<file path="config.mk">
export PLATFORM = sky130hd
export DESIGN_NAME = usb_link_ctrl
export DESIGN_NICKNAME = d
export VERILOG_FILES = /design/src/rtl/usb_link_ctrl_pkg.sv /design/src/rtl/usb_link_ctrl_line.sv /design/src/rtl/usb_link_ctrl.sv
export SDC_FILE = /design/constraint.sdc
export NUM_CORES = 1
export LEC_CHECK = 0
export CORE_MARGIN = 2
export CORE_UTILIZATION = 35
export CTS_CLUSTER_DIAMETER = 150
export CTS_CLUSTER_SIZE = 40
export DETAILED_ROUTE_END_ITERATION = 7
export GPL_TIMING_DRIVEN = 0
export SYNTH_ARGS = -nofsm -noshare
export SYNTH_HDL_FRONTEND = slang
export SYNTH_SLANG_ARGS = --single-unit
</file>
<file path="constraint.sdc">
create_clock -name clk -period 4.8 [get_ports clk]
set_input_delay 1.44 -clock clk [delete_from_list [all_inputs] [get_ports clk]]
set_output_delay 1.44 -clock clk [all_outputs]
set_load 0.02 [all_outputs]
</file>
<file path="src/rtl/usb_link_ctrl_pkg.sv">
`default_nettype none
// ============================================================================
// Module      : usb_link_ctrl_pkg
// Description : Shared USB link-layer types: pin pair, line states, link FSM
//               states, default timing constants and the J/K line decoder.
// Revision    : 1.0 - initial release
// ============================================================================
package usb_link_ctrl_pkg;

  // Raw pin pair {D+, D-}
  typedef logic [1:0] d_port_t;

  // 1 = full-speed device (J is D+ high), 0 = low-speed (J is D- high)
  localparam bit USB_FULL_SPEED = 1'b1;

  typedef enum logic [1:0] {
    SE0 = 2'b00,
    J   = 2'b01,
    K   = 2'b10,
    SE1 = 2'b11
  } line_state_t;

  typedef enum logic [2:0] {
    LINK_DETACHED = 3'd0,
    LINK_ATTACHED = 3'd1,
    LINK_RESET    = 3'd2,
    LINK_ACTIVE   = 3'd3,
    LINK_SUSPEND  = 3'd4,
    LINK_RESUME   = 3'd5
  } link_state_t;

  // Default timing at 48 MHz
  localparam int DEF_T_DETACH_CYC   = 480000;  // 10 ms
  localparam int DEF_T_RESET_CYC    = 120;     // 2.5 us
  localparam int DEF_T_SUSPEND_CYC  = 144000;  // 3 ms
  localparam int DEF_T_DEBOUNCE_CYC = 4;
  localparam int DEF_CNT_W          = 20;

  // Remote wakeup: extra idle beyond suspend (5 ms total 8 ms) and K drive (2 ms)
  localparam int RW_IDLE_EXTRA_CYC  = 240000;
  localparam int RW_DRIVE_CYC       = 96000;

  // Decode a synchronized pin pair into a bus line state
  function automatic line_state_t decode_line(input d_port_t d);
    line_state_t ls;
    case (d)
      2'b00:   ls = SE0;
      2'b11:   ls = SE1;
      default: ls = ((USB_FULL_SPEED ? d[1] : d[0]) == 1'b1) ? J : K;
    endcase
    return ls;
  endfunction

endpackage
`default_nettype wire

</file>
<file path="src/rtl/usb_link_ctrl_line.sv">
`default_nettype none
// ============================================================================
// Module      : usb_line_filter
// Description : Two-flop synchronizer for D+/D-, J/K decode and a stability
//               filter. line_state moves only once the decoded value has been
//               steady for T_DEBOUNCE_CYC compares; changed pulses with it.
// Revision    : 1.0 - initial release
// ============================================================================
module usb_line_filter
  import usb_link_ctrl_pkg::*;
#(
  parameter int T_DEBOUNCE_CYC = DEF_T_DEBOUNCE_CYC
) (
  input  logic        clk,
  input  logic        reset,
  input  d_port_t     d_i,
  output line_state_t line_state,
  output logic        changed
);

  localparam int                DB_W    = $clog2(T_DEBOUNCE_CYC + 1);
  localparam logic [DB_W-1:0]   c_db_last = DB_W'(T_DEBOUNCE_CYC - 1);

  d_port_t         r_sync1;
  d_port_t         r_sync2;
  line_state_t     r_raw_q;
  logic [DB_W-1:0] r_cnt;
  line_state_t     w_raw;
  logic            w_stable;

  // Decode the synchronized pins and judge stability against the last sample
  always_comb begin
    w_raw    = decode_line(r_sync2);
    w_stable = (w_raw == r_raw_q) && (r_cnt >= c_db_last);
  end

  // Synchronize, count identical samples and commit the filtered line state
  always_ff @(posedge clk) begin
    if (reset) begin
      r_sync1    <= 2'b00;
      r_sync2    <= 2'b00;
      r_raw_q    <= SE0;
      r_cnt      <= '0;
      line_state <= SE0;
      changed    <= 1'b0;
    end else begin
      r_sync1 <= d_i;
      r_sync2 <= r_sync1;
      r_raw_q <= w_raw;
      if (w_raw != r_raw_q) begin
        r_cnt <= '0;
      end else if (r_cnt < c_db_last) begin
        r_cnt <= r_cnt + DB_W'(1);
      end
      changed <= 1'b0;
      if (w_stable && (w_raw != line_state)) begin
        line_state <= w_raw;
        changed    <= 1'b1;
      end
    end
  end

endmodule
`default_nettype wire

</file>
<file path="src/rtl/usb_link_ctrl.sv">
`default_nettype none
// ============================================================================
// Module      : usb_link_ctrl
// Description : USB device link sequencer: soft-connect pull-up, bus event
//               classification (attach, bus reset, suspend, resume) and
//               one-cycle event strobes. Optional remote wakeup is built when
//               USB_REMOTE_WAKEUP_EN is defined.
// Revision    : 1.0 - initial release
// ============================================================================
module usb_link_ctrl
  import usb_link_ctrl_pkg::*;
#(
  parameter int T_DETACH_CYC   = DEF_T_DETACH_CYC,
  parameter int T_RESET_CYC    = DEF_T_RESET_CYC,
  parameter int T_SUSPEND_CYC  = DEF_T_SUSPEND_CYC,
  parameter int T_DEBOUNCE_CYC = DEF_T_DEBOUNCE_CYC,
  parameter int CNT_W          = DEF_CNT_W
) (
  input  logic        clk,
  input  logic        reset,
  input  d_port_t     d_i,
  input  logic        d_en,
  input  logic        connect_req,
`ifdef USB_REMOTE_WAKEUP_EN
  input  logic        wakeup_req,
  output d_port_t     rw_d_o,
  output logic        rw_d_en,
`endif
  output logic        pullup_en,
  output logic        bus_reset,
  output logic        suspended,
  output logic        ev_reset,
  output logic        ev_suspend,
  output logic        ev_resume,
  output line_state_t line_state,
  output link_state_t link_state
);

  localparam logic [CNT_W-1:0] c_max      = '1;
  localparam logic [CNT_W-1:0] c_t_detach = CNT_W'(T_DETACH_CYC);
  localparam logic [CNT_W-1:0] c_t_reset  = CNT_W'(T_RESET_CYC);
  localparam logic [CNT_W-1:0] c_t_susp   = CNT_W'(T_SUSPEND_CYC);

  logic             w_changed;
  link_state_t      r_state;
  link_state_t      w_next;
  logic [CNT_W-1:0] r_timer;
  logic [CNT_W-1:0] w_inc;
  logic [CNT_W-1:0] w_run;
  logic [CNT_W-1:0] w_timer_nxt;
  logic             w_freeze;
  logic             w_se0_hit;
  logic             w_idle_hit;

  usb_line_filter #(
    .T_DEBOUNCE_CYC (T_DEBOUNCE_CYC)
  ) u_line_filter (
    .clk        (clk),
    .reset      (reset),
    .d_i        (d_i),
    .line_state (line_state),
    .changed    (w_changed)
  );

`ifdef USB_REMOTE_WAKEUP_EN
  localparam logic [CNT_W-1:0] c_rw_idle = CNT_W'(T_SUSPEND_CYC + RW_IDLE_EXTRA_CYC);
  localparam logic [CNT_W-1:0] c_rw_last = CNT_W'(RW_DRIVE_CYC - 1);
  localparam d_port_t          c_k_code  = USB_FULL_SPEED ? 2'b01 : 2'b10;

  logic             r_rw_active;
  logic [CNT_W-1:0] r_rw_cnt;
  logic             w_rw_start;

  assign rw_d_o   = c_k_code;
  assign rw_d_en  = r_rw_active;
  // Our own K drive must not be read back as bus activity
  assign w_freeze = d_en | r_rw_active;
`else
  assign w_freeze = d_en;
`endif

  // Running length of the current filtered line state, including this cycle
  always_comb begin
    w_inc = (r_timer == c_max) ? r_timer : r_timer + CNT_W'(1);
    if (r_state == LINK_DETACHED) begin
      w_run = r_timer;
    end else if (w_freeze) begin
      w_run = '0;
    end else if (w_changed) begin
      w_run = CNT_W'(1);
    end else begin
      w_run = w_inc;
    end
    w_se0_hit  = !w_freeze && (line_state == SE0) && (w_run >= c_t_reset);
    w_idle_hit = !w_freeze && (line_state == J)   && (w_run >= c_t_susp);
  end

  // Next link state; disconnect overrides every other transition
  always_comb begin
    w_next = r_state;
`ifdef USB_REMOTE_WAKEUP_EN
    w_rw_start = 1'b0;
`endif
    case (r_state)
      LINK_DETACHED: begin
        if (r_timer >= c_t_detach) w_next = LINK_ATTACHED;
      end
      LINK_ATTACHED: begin
        if (w_se0_hit) w_next = LINK_RESET;
      end
      LINK_RESET: begin
        if (!w_freeze && (line_state != SE0)) w_next = LINK_ACTIVE;
      end
      LINK_ACTIVE: begin
        if (w_se0_hit)       w_next = LINK_RESET;
        else if (w_idle_hit) w_next = LINK_SUSPEND;
      end
      LINK_SUSPEND: begin
`ifdef USB_REMOTE_WAKEUP_EN
        if (r_rw_active) begin
          if (r_rw_cnt == c_rw_last) w_next = LINK_RESUME;
        end else if (wakeup_req && (line_state == J) && (w_run >= c_rw_idle)) begin
          w_rw_start = 1'b1;
        end else
`endif
        if (!w_freeze && (line_state == K)) w_next = LINK_RESUME;
        else if (w_se0_hit)                 w_next = LINK_RESET;
      end
      LINK_RESUME: begin
        if (!w_freeze && (line_state == J)) w_next = LINK_ACTIVE;
        else if (w_se0_hit)                 w_next = LINK_RESET;
      end
      default: w_next = LINK_DETACHED;
    endcase
    if (!connect_req) w_next = LINK_DETACHED;

    // Timer restarts on entering or leaving DETACHED, else tracks the run
    if ((w_next != r_state) &&
        ((r_state == LINK_DETACHED) || (w_next == LINK_DETACHED))) begin
      w_timer_nxt = '0;
    end else if (r_state == LINK_DETACHED) begin
      w_timer_nxt = w_inc;
    end else begin
      w_timer_nxt = w_run;
    end
  end

  // State, timer and registered outputs; strobes mark the first cycle of a state
  always_ff @(posedge clk) begin
    if (reset) begin
      r_state    <= LINK_DETACHED;
      r_timer    <= '0;
      pullup_en  <= 1'b0;
      bus_reset  <= 1'b0;
      suspended  <= 1'b0;
      ev_reset   <= 1'b0;
      ev_suspend <= 1'b0;
      ev_resume  <= 1'b0;
    end else begin
      r_state    <= w_next;
      r_timer    <= w_timer_nxt;
      pullup_en  <= (w_next != LINK_DETACHED);
      bus_reset  <= (w_next == LINK_RESET);
      suspended  <= (w_next == LINK_SUSPEND);
      ev_reset   <= (w_next == LINK_RESET)   && (r_state != LINK_RESET);
      ev_suspend <= (w_next == LINK_SUSPEND) && (r_state != LINK_SUSPEND);
      ev_resume  <= (w_next == LINK_RESUME)  && (r_state != LINK_RESUME);
    end
  end

`ifdef USB_REMOTE_WAKEUP_EN
  // Remote wakeup K drive: armed from suspend, dropped on leaving suspend
  always_ff @(posedge clk) begin
    if (reset) begin
      r_rw_active <= 1'b0;
      r_rw_cnt    <= '0;
    end else begin
      if (w_next != LINK_SUSPEND) r_rw_active <= 1'b0;
      else if (w_rw_start)        r_rw_active <= 1'b1;
      r_rw_cnt <= r_rw_active ? r_rw_cnt + CNT_W'(1) : '0;
    end
  end
`endif

  assign link_state = r_state;

endmodule
`default_nettype wire

</file>
== After elaboration in Yosys (flattened, before gate mapping) ==
Cells that the tools add are included.

* Add/sub/neg operators: 2
* Magnitude comparators: 5
* Equal/unequal tests: 19
* Multiplexer cells: 17
* Reduce and logical (&&, ||, !) cells: 22

{| class="wikitable"
|+ Operators by type and width
! kind !! count
|-
| two-way mux 20 bit || 5
|-
| two-way mux 3 bit || 8
|-
| adder 20 x 1 -> 20 bit (second input constant) || 1
|-
| == test 20 bit (second input constant) || 1
|-
| >= comparator 20 x 18 -> 1 bit (second input constant) || 1
|-
| >= comparator 20 x 19 -> 1 bit (second input constant) || 1
|-
| >= comparator 20 x 7 -> 1 bit (second input constant) || 1
|-
| case mux 3 bit (6 select lines) || 1
|-
| == test 3 bit (second input constant) || 4
|-
| logical AND 1 bit || 12
|-
| == test 3 x 2 -> 1 bit (second input constant) || 3
|-
| logical NOT 3 bit || 2
|-
| != test 3 bit (second input constant) || 2
|-
| == test 2 bit (second input constant) || 2
|-
| logical NOT 2 bit || 2
|-
| != test 2 bit || 2
|-
| case mux 2 bit (2 select lines) || 1
|-
| OR reduction 2 bit || 2
|-
| adder 3 x 1 -> 3 bit (second input constant) || 1
|-
| == test 3 x 1 -> 1 bit (second input constant) || 1
|-
| >= comparator 3 x 2 -> 1 bit (second input constant) || 1
|-
| < comparator 3 x 2 -> 1 bit (second input constant) || 1
|-
| != test 3 x 2 -> 1 bit (second input constant) || 1
|-
| != test 3 bit || 1
|-
| 8 further kinds || 8
|}

* Register bits: 41
* Output and inout bits: 11
* Word-level logic and storage cells: 79

== Longest topological paths before layout ==
* Word-level depth: 15
* Gate-level depth with buffers: 13
* Gate-level depth less buffers: 11

== By module ==
From an unflattened synthesis, not the netlist that was laid out.

* Cells, all modules: 358
* Area total of the unflattened synthesis: 2,897.8 um2

{| class="wikitable"
|+ Modules (own cells, without submodules)
! module !! instances !! cells each !! area each (um2) !! seq. area each (um2)
|-
| usb_link_ctrl || 1 || 307 || 2,366.0 || 580.6
|-
| usb_line_filter || 1 || 51 || 531.8 || 240.2
|}

== Least setup slack after synthesis ==
OpenSTA, ideal clock, no wires.

* Kind: in2reg
* Start: input port d_en
* End: register r_timer[17]
* Data arrival time: 3.870 ns
* Data required time: 4.713 ns
* Setup slack: 0.843 ns
* Stages on the path: 11
* Cells stage by stage: nor2_1 nor2_1 o21bai_1 nor3_2 nand2_1 o2111ai_1 nand4_2 a41o_1 or4_4 buf_6 a221oi_2

* Word-level cells in the longest chain between the ends: 12
* Elaborated cells on any way between the ends: 25
* Classes of those cells: 2 x order compare; 1 x eq/ne; 11 x mux; 11 x reduce/logical

{| class="wikitable"
|+ Ends and longest elaborated chain
! item !! RTL line !! RTL
|-
| start: declaration || usb_link_ctrl.sv:22 || <nowiki>input logic d_en,</nowiki>
|-
| two-way mux 20 bit || usb_link_ctrl.sv:87 || <nowiki>end else if (w_freeze) begin</nowiki>
|-
| two-way mux 20 bit || usb_link_ctrl.sv:85 || <nowiki>if (r_state == LINK_DETACHED) begin</nowiki>
|-
| >= comparator 20 x 7 -> 1 bit or >= comparator 20 x 18 -> 1 bit (tied branches) || usb_link_ctrl.sv:94, usb_link_ctrl.sv:95 ||
|-
| logical AND 1 bit, on equally long branches || usb_link_ctrl.sv:94, usb_link_ctrl.sv:95 ||
|-
| two-way mux 3 bit, on equally long branches || -- ||
|-
| two-way mux 3 bit, on equally long branches || usb_link_ctrl.sv:130, usb_link_ctrl.sv:115, usb_link_ctrl.sv:126 ||
|-
| case mux 3 bit (6 select lines) || usb_link_ctrl.sv:104 || <nowiki>case (r_state)</nowiki>
|-
| two-way mux 3 bit || usb_link_ctrl.sv:135 || <nowiki>if (!connect_req) w_next = LINK_DETACHED;</nowiki>
|-
| logical NOT 3 bit || usb_link_ctrl.sv:139 || <nowiki>((r_state == LINK_DETACHED) || (w_next == LINK_DETACHED))) begin</nowiki>
|-
| logical OR 1 bit || usb_link_ctrl.sv:139 ||
|-
| logical AND 1 bit || usb_link_ctrl.sv:138 || <nowiki>if ((w_next != r_state) &&</nowiki>
|-
| OR reduction 2 bit (no source line) || -- ||
|-
| end signal: assignment || usb_link_ctrl.sv:161 || <nowiki>r_timer <= w_timer_nxt;</nowiki>
|-
| end: declaration || usb_link_ctrl.sv:47 || <nowiki>logic [CNT_W-1:0] r_timer;</nowiki>
|}

Several ways; a longest one is shown, not always the timed one.
A chain may end at the register's enable or synchronous reset.

== Worst setup path after layout ==
* Start: input port d_en
* End: register r_timer[1]

The elaborated chain is that of the path after synthesis.

==> flow_summary.json <==
{
  "gp_congestion": 0.9386,
  "io_buffers": 16,
  "core-area_mm2": 0.007727,
  "overflow": 0,
  "holdCritPathClass": "flop to flop",
  "cts.clk_slew.worst_paths_ps": 90,
  "multi_input_area_mm2": 0.001834,
  "clkPwrFrac_pct": 36.5,
  "first_global_vias": 2591,
  "crit_chain": "clkdlybuf4s50_1 -> nor2_4 -> nor2_1 -> o21bai_1 -> nor3_2 -> nand2_1 -> o2111ai_1 -> nand4_2 -> a41o_1 -> or4_4 -> buf_6 -> a221oi_2",
  "worst_slew_pin_slew_ps": 799.1,
  "drcViolationCount": 0,
  "swShare_pct": 27.13,
  "hold_buffers": 0,
  "yosysUniqueCellTypes": 60,
  "async_flop_share_pct": 0,
  "cts_max_path_buffers": 2,
  "p_per_area_mw_per_mm2": 206.1,
  "seq_area_um2": 820.8,
  "cts_tree": "built",
  "dieArea_mm2": 0.008702,
  "routed_wirelength_um": 7166,
  "r2r_cells": 12,
  "critPathRequiredTime_ps": 5020,
  "vias": 2673,
  "dr.pass1.iters": 5,
  "hold_depth": 1,
  "io_pins": 17,
  "setup-violations-final": 0,
  "finalCoreUtilization_pct": 41.16,
  "start_util_pct": 36.11,
  "pwr-share-comb_pct": 8.5,
  "period_share_pct": 96.40,
  "p_int_uw": 477.8,
  "drtIter0Drc": 195,
  "fin_skew_ps": 8.007,
  "wl_per_cell_um": 15.51,
  "num_rows": 32,
  "nets": 370,
  "postCtsSetupBuffers": 0,
  "syn_nets": 347,
  "yosysWarnings": 0,
  "grt_pass1_wl_um": 12340,
  "path_class": "input port to flop",
  "leakage_uw": 0.001078,
  "postRouteAntennaNets": 0,
  "rsz0062_at_grt": "false",
  "slowest_delay_ps": 590,
  "synthCells": 336,
  "fill_cells": 789,
  "ir_drop_mv": 0.1214,
  "clkLatencyLatePin_ps": 310,
  "vias_per_cell": 5.786,
  "seqPwrFrac_pct": 55.0,
  "cp_max_fo": 10,
  "track_usage_pct": 17.65,
  "post-route-min-period_ps": 4627,
  "place_area_mm2": 0.003078,
  "power_switching_uw": 177.9,
  "final_area_mm2": 0.003181,
  "worst_setup_path_start_kind": "input port",
  "antenna_cells": 0,
  "synth_flop_cell": "dfxtp_1",
  "die_h_um": 93.29,
  "hpwl_um": 5249,
  "cts_max_level": 2,
  "final_hold_viol_count": 0,
  "arrival_ps": 4850,
  "drive_above_1_share_pct": 16.39,
  "postSynthAreaPerCell_um2": 8.304,
  "antenna_found_initial": 0,
  "fmax_mhz": 216.1,
  "final-max-slew-violation-count": 0,
  "syn_area_mm2": 0.002790,
  "synth_edf_count": 0,
  "numCtsBuffers": 5,
  "yosys_register_bits": 41,
  "cts_sinks": 41,
  "area_delta_synth_final_pct": 13.99,
  "drv_cap": 0,
  "cp_slowest_cell": "clkdlybuf4s50_1",
  "grt_max_degree": 15,
  "relSlewSlack_pct": 46.73,
  "status": "finished clean",
  "end_kind": "flop",
  "cts_root_buf": "clkbuf_8",
  "ys_seq_area_share_pct": 29.42,
  "die_w_um": 93.29
}
==> kinds of logic after synthesis <==
group	share of synthesized area, %
and+or+nand+nor	29.46
AOI/OAI and AO/OA	28.75
DFF	29.42
buffers and inverters	5.112
xor gates and xnor gates	2.825
muxes	2.197
adders and majority gates	2.242
==> worst max-delay path, delay by kind of cell <==
| family | cells | cell delay, ps |
|---|---|---|
| AND/OR/NAND/NOR | 6 | 1510 |
| buffers and inverters | 2 | 770 |
| AO/OA/AOI/OAI | 4 | 1120 |
==> synth_stat cells, types with 3 or more instances <==
| library cell | instances | area (um2) |
|---|---|---|
| a211oi_1 | 4 | 30.03 |
| a211oi_2 | 18 | 225.2 |
| a21o_1 | 4 | 30.03 |
| a21oi_1 | 23 | 115.1 |
| a221oi_2 | 3 | 45.04 |
| a22oi_1 | 3 | 22.52 |
| a31oi_1 | 8 | 50.05 |
| a41oi_1 | 3 | 26.28 |
| and2_1 | 7 | 43.79 |
| and3_1 | 4 | 25.02 |
| and4_1 | 4 | 35.03 |
| buf_2 | 11 | 55.05 |
| buf_6 | 3 | 33.78 |
| clkbuf_1 | 7 | 26.28 |
| dfxtp_1 | 41 | 820.8 |
| ha_1 | 5 | 62.56 |
| inv_1 | 6 | 22.52 |
| mux2i_1 | 5 | 50.05 |
| nand2_1 | 30 | 112.6 |
| nand2b_1 | 4 | 25.02 |
| nand3_1 | 12 | 60.06 |
| nand4_1 | 9 | 56.30 |
| nor2_1 | 24 | 90.09 |
| nor2b_1 | 10 | 62.56 |
| nor3_1 | 15 | 75.07 |
| nor3b_1 | 5 | 37.54 |
| nor4_1 | 4 | 25.02 |
| o211ai_1 | 3 | 22.52 |
| o21ai_0 | 9 | 45.04 |
| or2_2 | 3 | 18.77 |
| or3_1 | 5 | 31.28 |
| xnor2_1 | 9 | 78.83 |
==> worst paths after layout <==
check,start,endpoint,slack (ps)
hold / removal,u_line_filter.r_sync1[1],u_line_filter.r_sync2[1],450
setup reg to reg,r_timer[1],r_timer[1],950
setup / recovery,d_en,r_timer[1],170
hold reg to reg,u_line_filter.r_sync1[1],u_line_filter.r_sync2[1],450
==> power groups by stage <==
| stage | combinational, uW | clock, uW | sequential, uW |
|---|---|---|---|
| after CTS | 55.7 | 249 | 360 |
| final | 55.8 | 239 | 360 |
| after global routing | 63.2 | 263 | 362 |
| after global placement | 54.2 | 0 | 368 |
| after floorplan | 39.5 | 0 | 366 |
| after detailed placement | 55.5 | 0 | 368 |
==> metrics by stage <==
stage	setup TNS [ps]	setup WS (ps)	instances	hold slack (ps)	total power (uW)
6_report	0	172.7	462	451.4	655.6
3_3_place_gp	-4472	-277.7	454	417.5	421.7
3_5_place_dp	-4357	-274.0	454	436.2	423.8
4_1_cts	0	33.04	462	458.0	665.6
5_1_grt	0	17.34	462	470.2	688.3
2_1_floorplan	0	843.4	336	413.8	405.7
==> timing repair <==
action / CTS / global route
hold endpoints to repair: 0 / 0
resized for setup: 0 / 4
setup endpoints to repair: 0 / 20
==> registers in the layout (all words and copies together), names as in the netlist <==
| signal | flops |
|---|---|
| r_timer | 20 |
| link_state | 3 |
| u_line_filter.r_cnt | 3 |
| u_line_filter.line_state | 2 |
| u_line_filter.r_raw_q | 2 |
| u_line_filter.r_sync1 | 2 |
| u_line_filter.r_sync2 | 2 |
| bus_reset | 1 |
| ev_reset | 1 |
| ev_resume | 1 |
| ev_suspend | 1 |
| pullup_en | 1 |
| suspended | 1 |
| u_line_filter.changed | 1 |
==> area by class of cell <==
cell class / count / area share (%)
plain buffers: 22 / 3.934
clock inverters: 3 / 0.6688
flip-flops and latches: 41 / 25.81
repair buffers: 16 / 5.035
inverters: 6 / 0.7081
multi-input cells: 267 / 57.67
clock buffers: 5 / 2.164
well taps: 102 / 4.013
==> routing by layer <==
metal  share of wire (%)  track usage (%)  wire (um)
met1                  47            23.21       3347
met2                  46            28.36       3266
met3                 5.7            4.190        412
met4                 1.9            5.882        139
met5                   0                0          0
==> cells in the final DEF (no fill, tap or decap), types with 5 or more instances in the layout <==
| cell | n |
|---|---|
| a211oi_2 | 18 |
| a21oi_1 | 23 |
| a31oi_1 | 8 |
| and2_1 | 7 |
| buf_2 | 9 |
| clkbuf_1 | 7 |
| clkbuf_8 | 5 |
| clkdlybuf4s50_1 | 16 |
| dfxtp_1 | 41 |
| ha_1 | 5 |
| inv_1 | 6 |
| mux2i_1 | 5 |
| nand2_1 | 30 |
| nand3_1 | 12 |
| nand4_1 | 9 |
| nor2_1 | 23 |
| nor2b_1 | 10 |
| nor3_1 | 15 |
| nor3b_1 | 5 |
| o21ai_0 | 9 |
| or3_1 | 5 |
| xnor2_1 | 9 |
Power figures use the tool's default switching activity.
